===== config.mk =====
export PLATFORM = sky130hd
export DESIGN_NAME = csr_ctrl_flat
export DESIGN_NICKNAME = d
export VERILOG_FILES = /design/src/rtl/csr_ctrl_pkg.sv /design/src/rtl/csr_ctrl_if.sv /design/src/rtl/csr_ctrl_alu.sv /design/src/rtl/csr_ctrl.sv /design/src/flat_wrapper.sv
export SDC_FILE = /design/constraint.sdc
export NUM_CORES = 1
export LEC_CHECK = 0
export BUFFER_PORTS_ARGS = -buffer_cell sky130_fd_sc_hd__buf_2
export CAP_MARGIN = 20
export CORE_ASPECT_RATIO = 1.1
export CORE_UTILIZATION = 47
export CTS_BUF_LIST = sky130_fd_sc_hd__clkbuf_8
export DETAILED_ROUTE_END_ITERATION = 8
export PLACE_DENSITY_LB_ADDON = 0.1
export REMOVE_ABC_BUFFERS = 1
export SLEW_MARGIN = 25
export SYNTH_ARGS = -nofsm -noshare
export SYNTH_HDL_FRONTEND = slang
export SYNTH_SLANG_ARGS = --single-unit

===== constraint.sdc =====
create_clock -name clk -period 1.8 [get_ports clk]
set_clock_uncertainty 0.05 [all_clocks]
set_input_delay 0.09 -clock clk [delete_from_list [all_inputs] [get_ports clk]]
set_output_delay 0.09 -clock clk [all_outputs]
set_load 0.05 [all_outputs]

===== src/rtl/csr_ctrl_pkg.sv =====
// csr_ctrl shared definitions: CSR addresses, funct3 encodings
// and sequencer state encodings.
package csr_ctrl_pkg;

    localparam logic [11:0] CSR_MTVEC  = 12'h305;
    localparam logic [11:0] CSR_MEPC   = 12'h341;
    localparam logic [11:0] CSR_MCAUSE = 12'h342;

    localparam logic [2:0] OP_RW  = 3'b001;
    localparam logic [2:0] OP_RS  = 3'b010;
    localparam logic [2:0] OP_RC  = 3'b011;
    localparam logic [2:0] OP_RWI = 3'b101;
    localparam logic [2:0] OP_RSI = 3'b110;
    localparam logic [2:0] OP_RCI = 3'b111;

    localparam logic [1:0] K_NONE = 2'b00;
    localparam logic [1:0] K_WR   = 2'b01;
    localparam logic [1:0] K_SET  = 2'b10;
    localparam logic [1:0] K_CLR  = 2'b11;

    localparam logic [2:0] S_IDLE       = 3'd0;
    localparam logic [2:0] S_CSR_RD     = 3'd1;
    localparam logic [2:0] S_CSR_WR     = 3'd2;
    localparam logic [2:0] S_TRAP_EPC   = 3'd3;
    localparam logic [2:0] S_TRAP_CAUSE = 3'd4;
    localparam logic [2:0] S_TRAP_TVEC  = 3'd5;
    localparam logic [2:0] S_MRET_EPC   = 3'd6;
    localparam logic [2:0] S_RESP       = 3'd7;

endpackage


===== src/rtl/csr_ctrl_if.sv =====
// Core-side request/response and CSR-file port bundle
// for the CSR sequencer.
interface csr_ctrl_if #(
    parameter int XLEN = 32
);
    logic            req_valid;
    logic            req_ready;
    logic [2:0]      req_op;
    logic [11:0]     req_addr;
    logic [XLEN-1:0] req_src;
    logic            req_src_x0;
    logic            trap_valid;
    logic [XLEN-1:0] trap_pc;
    logic [XLEN-1:0] trap_cause;
    logic            mret_valid;
    logic            csr_we;
    logic [11:0]     csr_addr;
    logic [XLEN-1:0] csr_wdata;
    logic [XLEN-1:0] csr_rdata;
    logic            resp_valid;
    logic [XLEN-1:0] resp_rdata;
    logic            resp_illegal;
    logic            redirect_valid;
    logic [XLEN-1:0] redirect_pc;

    modport slave (
        input  req_valid, req_op, req_addr, req_src, req_src_x0,
        input  trap_valid, trap_pc, trap_cause, mret_valid,
        input  csr_rdata,
        output req_ready, csr_we, csr_addr, csr_wdata,
        output resp_valid, resp_rdata, resp_illegal,
        output redirect_valid, redirect_pc
    );

    modport master (
        output req_valid, req_op, req_addr, req_src, req_src_x0,
        output trap_valid, trap_pc, trap_cause, mret_valid,
        output csr_rdata,
        input  req_ready, csr_we, csr_addr, csr_wdata,
        input  resp_valid, resp_rdata, resp_illegal,
        input  redirect_valid, redirect_pc
    );

endinterface


===== src/rtl/csr_ctrl_alu.sv =====
// Read-modify-write combiner: new value, write enable and
// read-only violation for one Zicsr access.
module csr_ctrl_alu
    import csr_ctrl_pkg::*;
#(
    parameter int XLEN = 32
) (
    input  logic [1:0]      op,
    input  logic [XLEN-1:0] old,
    input  logic [XLEN-1:0] src,
    input  logic            src_x0,
    input  logic [1:0]      addr_perm,
    output logic [XLEN-1:0] wdata,
    output logic            we,
    output logic            illegal
);

    logic wr_try;
    logic ro;

    // RW always writes; set/clear with x0 is a pure read
    assign wr_try  = (op == K_WR) | ~src_x0;
    assign ro      = (addr_perm == 2'b11);
    assign we      = wr_try & ~ro;
    assign illegal = wr_try & ro;

    always_comb begin
        wdata = '0;
        unique case (op)
            K_WR:    wdata = src;
            K_SET:   wdata = old | src;
            K_CLR:   wdata = old & ~src;
            default: wdata = '0;
        endcase
    end

endmodule


===== src/rtl/csr_ctrl.sv =====
// CSR port sequencer: serialises Zicsr read-modify-write,
// trap entry and mret onto the single CSR-file port.
module csr_ctrl
    import csr_ctrl_pkg::*;
#(
    parameter int XLEN = 32
) (
    input logic         clk,
    input logic         rst_n,
    csr_ctrl_if.slave   bus
);

    localparam logic [XLEN-1:0] ALIGN = {{(XLEN-2){1'b1}}, 2'b00};

    logic [2:0]      state_q, state_d;
    logic [1:0]      kind_q, kind_d;
    logic [11:0]     addr_q, addr_d;
    logic [XLEN-1:0] src_q, src_d;
    logic [XLEN-1:0] old_q, old_d;
    logic [XLEN-1:0] tgt_q, tgt_d;
    logic            x0_q, x0_d;
    logic            ill_q, ill_d;
    logic            redir_q, redir_d;

    logic [XLEN-1:0] alu_wdata;
    logic            alu_we;
    logic            alu_ill;

    csr_ctrl_alu #(.XLEN(XLEN)) u_alu (
        .op        (kind_q),
        .old       (old_q),
        .src       (src_q),
        .src_x0    (x0_q),
        .addr_perm (addr_q[11:10]),
        .wdata     (alu_wdata),
        .we        (alu_we),
        .illegal   (alu_ill)
    );

    always_comb begin
        state_d = state_q;
        kind_d  = kind_q;
        addr_d  = addr_q;
        src_d   = src_q;
        old_d   = old_q;
        tgt_d   = tgt_q;
        x0_d    = x0_q;
        ill_d   = ill_q;
        redir_d = redir_q;
        unique case (state_q)
            S_IDLE: begin
                if (bus.trap_valid) begin
                    // trap operands held in src/old until written out
                    src_d   = bus.trap_pc & ALIGN;
                    old_d   = bus.trap_cause;
                    redir_d = 1'b1;
                    ill_d   = 1'b0;
                    state_d = S_TRAP_EPC;
                end else if (bus.mret_valid) begin
                    old_d   = '0;
                    redir_d = 1'b1;
                    ill_d   = 1'b0;
                    state_d = S_MRET_EPC;
                end else if (bus.req_valid) begin
                    addr_d  = bus.req_addr;
                    src_d   = bus.req_src;
                    x0_d    = bus.req_src_x0;
                    old_d   = '0;
                    redir_d = 1'b0;
                    ill_d   = 1'b0;
                    state_d = S_CSR_RD;
                    unique case (bus.req_op)
                        OP_RW, OP_RWI: kind_d = K_WR;
                        OP_RS, OP_RSI: kind_d = K_SET;
                        OP_RC, OP_RCI: kind_d = K_CLR;
                        default: begin
                            kind_d  = K_NONE;
                            ill_d   = 1'b1;
                            state_d = S_RESP;
                        end
                    endcase
                end
            end
            S_CSR_RD: begin
                old_d   = bus.csr_rdata;
                state_d = S_CSR_WR;
            end
            S_CSR_WR: begin
                ill_d   = alu_ill;
                state_d = S_RESP;
            end
            S_TRAP_EPC:   state_d = S_TRAP_CAUSE;
            S_TRAP_CAUSE: state_d = S_TRAP_TVEC;
            S_TRAP_TVEC: begin
                tgt_d   = bus.csr_rdata & ALIGN;
                state_d = S_RESP;
            end
            S_MRET_EPC: begin
                tgt_d   = bus.csr_rdata;
                state_d = S_RESP;
            end
            S_RESP:  state_d = S_IDLE;
            default: state_d = S_IDLE;
        endcase
    end

    always_ff @(posedge clk or negedge rst_n) begin
        if (!rst_n) begin
            state_q <= S_IDLE;
            kind_q  <= K_NONE;
            addr_q  <= '0;
            src_q   <= '0;
            old_q   <= '0;
            tgt_q   <= '0;
            x0_q    <= 1'b0;
            ill_q   <= 1'b0;
            redir_q <= 1'b0;
        end else begin
            state_q <= state_d;
            kind_q  <= kind_d;
            addr_q  <= addr_d;
            src_q   <= src_d;
            old_q   <= old_d;
            tgt_q   <= tgt_d;
            x0_q    <= x0_d;
            ill_q   <= ill_d;
            redir_q <= redir_d;
        end
    end

    always_comb begin
        bus.csr_we    = 1'b0;
        bus.csr_addr  = '0;
        bus.csr_wdata = '0;
        unique case (state_q)
            S_CSR_RD: bus.csr_addr = addr_q;
            S_CSR_WR: begin
                bus.csr_addr  = addr_q;
                bus.csr_wdata = alu_wdata;
                bus.csr_we    = alu_we;
            end
            S_TRAP_EPC: begin
                bus.csr_addr  = CSR_MEPC;
                bus.csr_wdata = src_q;
                bus.csr_we    = 1'b1;
            end
            S_TRAP_CAUSE: begin
                bus.csr_addr  = CSR_MCAUSE;
                bus.csr_wdata = old_q;
                bus.csr_we    = 1'b1;
            end
            S_TRAP_TVEC: bus.csr_addr = CSR_MTVEC;
            S_MRET_EPC:  bus.csr_addr = CSR_MEPC;
            default: ;
        endcase
    end

    logic resp;
    assign resp               = (state_q == S_RESP);
    assign bus.req_ready      = (state_q == S_IDLE);
    assign bus.resp_valid     = resp;
    assign bus.resp_rdata     = (resp && !redir_q) ? old_q : '0;
    assign bus.resp_illegal   = resp & ill_q;
    assign bus.redirect_valid = resp & redir_q;
    assign bus.redirect_pc    = (resp && redir_q) ? tgt_q : '0;

endmodule

===== src/flat_wrapper.sv =====
// flat-port wrapper written by rule: the top's interface ports become plain ports
module csr_ctrl_flat import csr_ctrl_pkg::*;
#(
    parameter int XLEN = 32
)
  (clk, rst_n, bus_req_valid, bus_req_op, bus_req_addr, bus_req_src, bus_req_src_x0, bus_trap_valid, bus_trap_pc, bus_trap_cause, bus_mret_valid, bus_csr_rdata, bus_req_ready, bus_csr_we, bus_csr_addr, bus_csr_wdata, bus_resp_valid, bus_resp_rdata, bus_resp_illegal, bus_redirect_valid, bus_redirect_pc);
  csr_ctrl_if #(.XLEN(XLEN)) bus_i ();
  input logic clk;
  input logic rst_n;
  input wire logic [$bits(bus_i.req_valid)-1:0] bus_req_valid;
  input wire logic [$bits(bus_i.req_op)-1:0] bus_req_op;
  input wire logic [$bits(bus_i.req_addr)-1:0] bus_req_addr;
  input wire logic [$bits(bus_i.req_src)-1:0] bus_req_src;
  input wire logic [$bits(bus_i.req_src_x0)-1:0] bus_req_src_x0;
  input wire logic [$bits(bus_i.trap_valid)-1:0] bus_trap_valid;
  input wire logic [$bits(bus_i.trap_pc)-1:0] bus_trap_pc;
  input wire logic [$bits(bus_i.trap_cause)-1:0] bus_trap_cause;
  input wire logic [$bits(bus_i.mret_valid)-1:0] bus_mret_valid;
  input wire logic [$bits(bus_i.csr_rdata)-1:0] bus_csr_rdata;
  output wire logic [$bits(bus_i.req_ready)-1:0] bus_req_ready;
  output wire logic [$bits(bus_i.csr_we)-1:0] bus_csr_we;
  output wire logic [$bits(bus_i.csr_addr)-1:0] bus_csr_addr;
  output wire logic [$bits(bus_i.csr_wdata)-1:0] bus_csr_wdata;
  output wire logic [$bits(bus_i.resp_valid)-1:0] bus_resp_valid;
  output wire logic [$bits(bus_i.resp_rdata)-1:0] bus_resp_rdata;
  output wire logic [$bits(bus_i.resp_illegal)-1:0] bus_resp_illegal;
  output wire logic [$bits(bus_i.redirect_valid)-1:0] bus_redirect_valid;
  output wire logic [$bits(bus_i.redirect_pc)-1:0] bus_redirect_pc;
  assign bus_i.req_valid = bus_req_valid;
  assign bus_i.req_op = bus_req_op;
  assign bus_i.req_addr = bus_req_addr;
  assign bus_i.req_src = bus_req_src;
  assign bus_i.req_src_x0 = bus_req_src_x0;
  assign bus_i.trap_valid = bus_trap_valid;
  assign bus_i.trap_pc = bus_trap_pc;
  assign bus_i.trap_cause = bus_trap_cause;
  assign bus_i.mret_valid = bus_mret_valid;
  assign bus_i.csr_rdata = bus_csr_rdata;
  assign bus_req_ready = bus_i.req_ready;
  assign bus_csr_we = bus_i.csr_we;
  assign bus_csr_addr = bus_i.csr_addr;
  assign bus_csr_wdata = bus_i.csr_wdata;
  assign bus_resp_valid = bus_i.resp_valid;
  assign bus_resp_rdata = bus_i.resp_rdata;
  assign bus_resp_illegal = bus_i.resp_illegal;
  assign bus_redirect_valid = bus_i.redirect_valid;
  assign bus_redirect_pc = bus_i.redirect_pc;
  csr_ctrl #(.XLEN(XLEN)) u_core (.clk(clk), .rst_n(rst_n), .bus(bus_i));
endmodule

==> impl.org <==
** Route
- Routed wirelength normalized by instance count :: 23.9 um
- Before antenna repair, the detailed router went through 6 iterations.
- Post-DR vias/cell :: 6.12
- For this block, the initial DRC count from the detailed router was 610.
- Detailed routing inserted a total of 7924 vias.
- In this run the remaining antenna-violating nets after routing total 0.
- After detailed routing, the number of remaining DRC violations is 0.
- Final wirelength :: 30.9 mm

** Synthesis
- In this run, distinct cell masters in the synthesized netlist total 44.
- Sequential elements use 41.0% of the synthesized area.
- The top cell type by area accounts for 41.0% of the synthesized area.
- Synthesis inferred 116 register bits.
- Top_reg_cell synth :: sky130_fd_sc_hd__dfrtp_1
- In the post-synthesis netlist, the biggest area contributors are sky130_fd_sc_hd__dfrtp_1, sky130_fd_sc_hd__mux2_2, sky130_fd_sc_hd__a2111oi_2.
- Simple-gate share of the synthesized area :: 10.9%
- By area, the combinational part of the netlist is dominated by multiplexers.
- Share of cell area taken by muxes after synthesis :: 21.5%
- Dividing the synthesized area by the synthesized cell count gives 10.4 sq um.
- The mapped netlist covers 7080 sq um.
- The Yosys step of the flow raised 0 warnings.
- Summing the areas of all xor and xnor instances in the mapped netlist gives 0.247% of the synthesized area.
- Async set-or-reset flop fraction in the synthesized netlist :: 100%
- By instance count, the leading cell after synthesis is sky130_fd_sc_hd__dfrtp_1.
- Post-synthesis instance total :: 684
- Yosys mapped a number of flops with a built-in enable equal to 0.
- Cell type with the largest total area after synthesis :: sky130_fd_sc_hd__dfrtp_1
- Synth Area in Compound Gates :: 19.7%
- By count the netlist is led by sky130_fd_sc_hd__dfrtp_1, sky130_fd_sc_hd__mux2_2, sky130_fd_sc_hd__o21ai_0.
- Adder and majority gate portion of the synthesized area :: 0.283%

** Floorplan
- The core region is 14600 sq um.
- The initialized floorplan defines 46 standard-cell rows.
- The floorplan step defined a die boundary enclosing 15600 sq um.
- The initial utilization of the core area, before any placement, comes to 48.6%.
- In this run the horizontal extent of the chip is 119 um.
- During I/O placement, the number of pins put on the boundary was 262.
- Die Y-Extent :: 131 um

** Critical path
- Critical path start-end classification :: reg2out
- In this run the register-to-register setup slack is -0.15 ns.
- The worst setup path is launched from a flip-flop.
- Reg2Reg Capture Point :: u_core.src_q[2]$_DFFE_PN0P_
- Peak fanout along the critical path :: 7
- Origin of the critical flop-to-flop path :: u_core.state_q[0]$_DFFE_PN0P_
- Critical path capture point type :: output pin
- For the worst setup path, the data arrival time is 2.19 ns.
- Traced cell by cell, the critical path runs through or3b_4 -> buf_6 -> a2111oi_4 -> a221o_1 -> buf_6.
- The worst register-to-register path has a depth of 6.
- In this design, the critical path's most frequently occurring cell is sky130_fd_sc_hd__buf_6.
- Maximum cell stage delay along the critical path :: 0.43 ns
- CP required :: 1.66 ns
- The slowest stage of the critical path is the sky130_fd_sc_hd__or3b_4 cell.

** STA
- The smallest clock period supported by the final layout is computed as 2.33 ns.
- For the pin with the worst max-slew slack, the measured transition is 0.646 ns.
- The final critical path takes up 129% of the cycle.
- The final hold violation count is 0.
- The final count of pins violating max slew was 0.
- Headroom to the max-slew limit came out at 56.9%.
- Setup repair after global routing could not meet its margin everywhere.
- Setup violation total in the final timing report :: 202
- In the final timing run, aggregate negative setup slack is -50.43 ns.
- FMAX :: 429 MHz
- Final setup margin :: -0.528 ns
- Worst hold-check slack :: 0.0133 ns

** Global route
- After global routing, the most crowded layer is met2.
- GRT Resource Usage Total :: 35.9%
- Global routing used 62.0% of the available met2 tracks.
- The first global-routing pass estimated 42.8 mm of wire.
- Entering global routing, the biggest net connects 117 pins.
- The initial antenna violation count was 1.
- Global routing consumed, on the met1 layer, 41.8% of the routing resources.
- Global routing finished with a remaining overflow of 0.
- For this run, global-route usage on met3 was measured as 7.86%.
- Vias in the first global route :: 8021

** Placement
- Cell area after placement :: 8870 sq um
- The wire-length estimate of the detail-placed layout is 15.9 mm.
- At the end of routability-driven placement, the weighted congestion stood at 0.780.
- Port Buffer Count :: 258

** Layout
- The number of antenna diodes in the final layout is 0.
- Utilization of the core after routing :: 86.8%
- Once layout is done, the placed cells without fillers occupy 12600 sq um.
- In the final layout, the share of cells above drive strength 1 is 51.9%.
- Number of inserted filler cells in the final layout :: 670
- Number of nets in the finished design :: 1238
- Layout Area Growth over Synthesis :: 78.5%

** Power and ir drop
- The design draws 22200 uW.
- VDD sags by at most 1.03 mV.
- Leak pwr :: 0.00588 uW
- Cell area power density :: 1760 nW/um^2

** CTS
- In this run the clock root is driven by a sky130_fd_sc_hd__clkbuf_8.
- The clock net in this run drives a total of 116 sinks.
- Clock latency reported for the late side of the worst-skew pair :: 0.46 ns
- Clock tree from TritonCTS :: done
- Level count of the clock H-tree :: 4
- The clock passes through at most 2 buffers.
- CTS Buf Count :: 17
- Clock-pin slew was measured on the worst setup and hold paths at 0.08 ns.

** Min path
- The worst hold path terminates at u_core.old_q[22]$_DFFE_PN0P_.
- Worst Hold Path Cells :: 4
- Launch point of the worst hold path :: bus_trap_cause[22]
- Hold/Removal Path Class :: in2reg

** Run status
- Failing checks :: negative setup slack
- Result of the run :: finished with violations

** Run
- The tool flagged a number of max-cap violations equal to 0.
-- through the flow --
step           setup WS (ns)  cells
5_1_grt               -0.577   1294
4_1_cts               -0.471   1278
6_report              -0.528   1294
3_3_place_gp          -0.194   1117
3_5_place_dp          -0.239   1117
2_1_floorplan          -1.50    620
-- cell type report --
| type | count | area [sq um] | share of cell area [%] |
|---|---|---|---|
| multi-input cells | 465 | 4540 | 35.9 |
| repair buffers | 450 | 4410 | 34.9 |
| flip-flops and latches | 116 | 2900 | 23.0 |
| clock buffers | 19 | 262 | 2.07 |
| well taps | 192 | 240 | 1.90 |
| inverters | 39 | 146 | 1.16 |
| clock inverters | 13 | 140 | 1.11 |
-- flip-flops by register name, indices dropped and copies added, names as in the netlist --
register and flops:
u_core.x0_q 1, u_core.src_q 32, u_core.state_q 3, u_core.redir_q 1, u_core.tgt_q 32, u_core.kind_q 2, u_core.ill_q 1, u_core.old_q 32
u_core.addr_q 12
-- layout by cell type, fill, tap and decap left out, types with 3 or more instances in the layout --
master,synthesis,routed
sky130_fd_sc_hd__mux2_4,0,19
sky130_fd_sc_hd__o21ai_2,0,12
sky130_fd_sc_hd__nor2_4,0,7
sky130_fd_sc_hd__and3_1,34,11
sky130_fd_sc_hd__o21ai_1,0,7
sky130_fd_sc_hd__clkinv_2,0,7
sky130_fd_sc_hd__a2111oi_4,0,24
sky130_fd_sc_hd__and2_4,0,22
sky130_fd_sc_hd__buf_12,0,22
sky130_fd_sc_hd__a22o_1,3,3
sky130_fd_sc_hd__a2111oi_2,26,8
sky130_fd_sc_hd__mux2_2,97,78
sky130_fd_sc_hd__nor2_1,12,5
sky130_fd_sc_hd__buf_4,3,28
sky130_fd_sc_hd__mux2i_1,32,32
sky130_fd_sc_hd__nand2_1,36,36
sky130_fd_sc_hd__a221o_1,32,32
sky130_fd_sc_hd__and2_1,42,20
sky130_fd_sc_hd__buf_16,0,4
sky130_fd_sc_hd__clkbuf_16,0,6
sky130_fd_sc_hd__clkbuf_8,0,19
sky130_fd_sc_hd__buf_8,0,37
sky130_fd_sc_hd__and3_4,0,23
sky130_fd_sc_hd__o21ai_0,65,45
sky130_fd_sc_hd__dlygate4sd3_1,0,119
sky130_fd_sc_hd__dfrtp_1,116,116
sky130_fd_sc_hd__inv_1,39,41
sky130_fd_sc_hd__bufinv_16,0,3
sky130_fd_sc_hd__mux2_1,10,10
sky130_fd_sc_hd__buf_2,18,144
sky130_fd_sc_hd__a21oi_1,35,34
sky130_fd_sc_hd__buf_6,3,89
-- routing by layer --
metal,part of all wire [%],routed length [um],up-vias
met2,51,15600,542
met5,0.029,9,-
met1,36,11200,3937
met3,8.2,2550,128
met4,4.7,1460,2
li1,-,-,3315
-- where the power goes --
group / switching (uW) / leakage [uW] / internal, uW / total, uW
clock: 1130 / 0.000217 / 1410 / 2540
sequential: 1340 / 0.00145 / 3850 / 5190
combinational: 8210 / 0.00421 / 6270 / 14500
total: 10700 / 0.00588 / 11500 / 22200
-- cell families (layout without fill, tap and decap cells) --
logic type | Yosys count | in the layout
adder cells (fa/ha/maj) | 2 | 2
AND/OR/NAND/NOR | 141 | 141
AO/OA/AOI/OAI | 181 | 181
flip-flops | 116 | 116
multiplexers | 139 | 139
XOR/XNOR | 2 | 2
buffers and inverters | 103 | 521
-- repair_timing --
action,in CTS,in global routing
endpoints found under the setup margin,145,218
endpoints found under the hold margin,208,0
cloned,5,8
pin swaps,9,5
gates resized for setup,318,144
setup buffers,5,8
hold buffers,119,0
-- critical path: cells and delay by family, from the launching register on --
| family | cells | cell delay, ns |
|---|---|---|
| buffers and inverters | 2 | 0.36 |
| and+or+nand+nor | 1 | 0.43 |
| DFF | 1 | 0.41 |
| AOI/OAI and AO/OA | 2 | 0.53 |
-- worst max path at each step --
stage,start,endpoint,slack (ns),cells after the start
detailed placement,u_core.state_q[2]$_DFFE_PN0P_,bus_csr_wdata[3],-0.24,5
global placement,u_core.state_q[2]$_DFFE_PN0P_,bus_csr_wdata[31],-0.19,5
floorplan,u_core.kind_q[1]$_DFFE_PN0P_,bus_csr_wdata[0],-1.50,3
CTS,u_core.state_q[0]$_DFFE_PN0P_,bus_csr_wdata[12],-0.47,5
finish,u_core.state_q[2]$_DFFE_PN0P_,bus_csr_wdata[19],-0.53,5
global route,u_core.state_q[0]$_DFFE_PN0P_,bus_csr_wdata[1],-0.58,5
No activity file was read; power rests on OpenSTA's default activity.
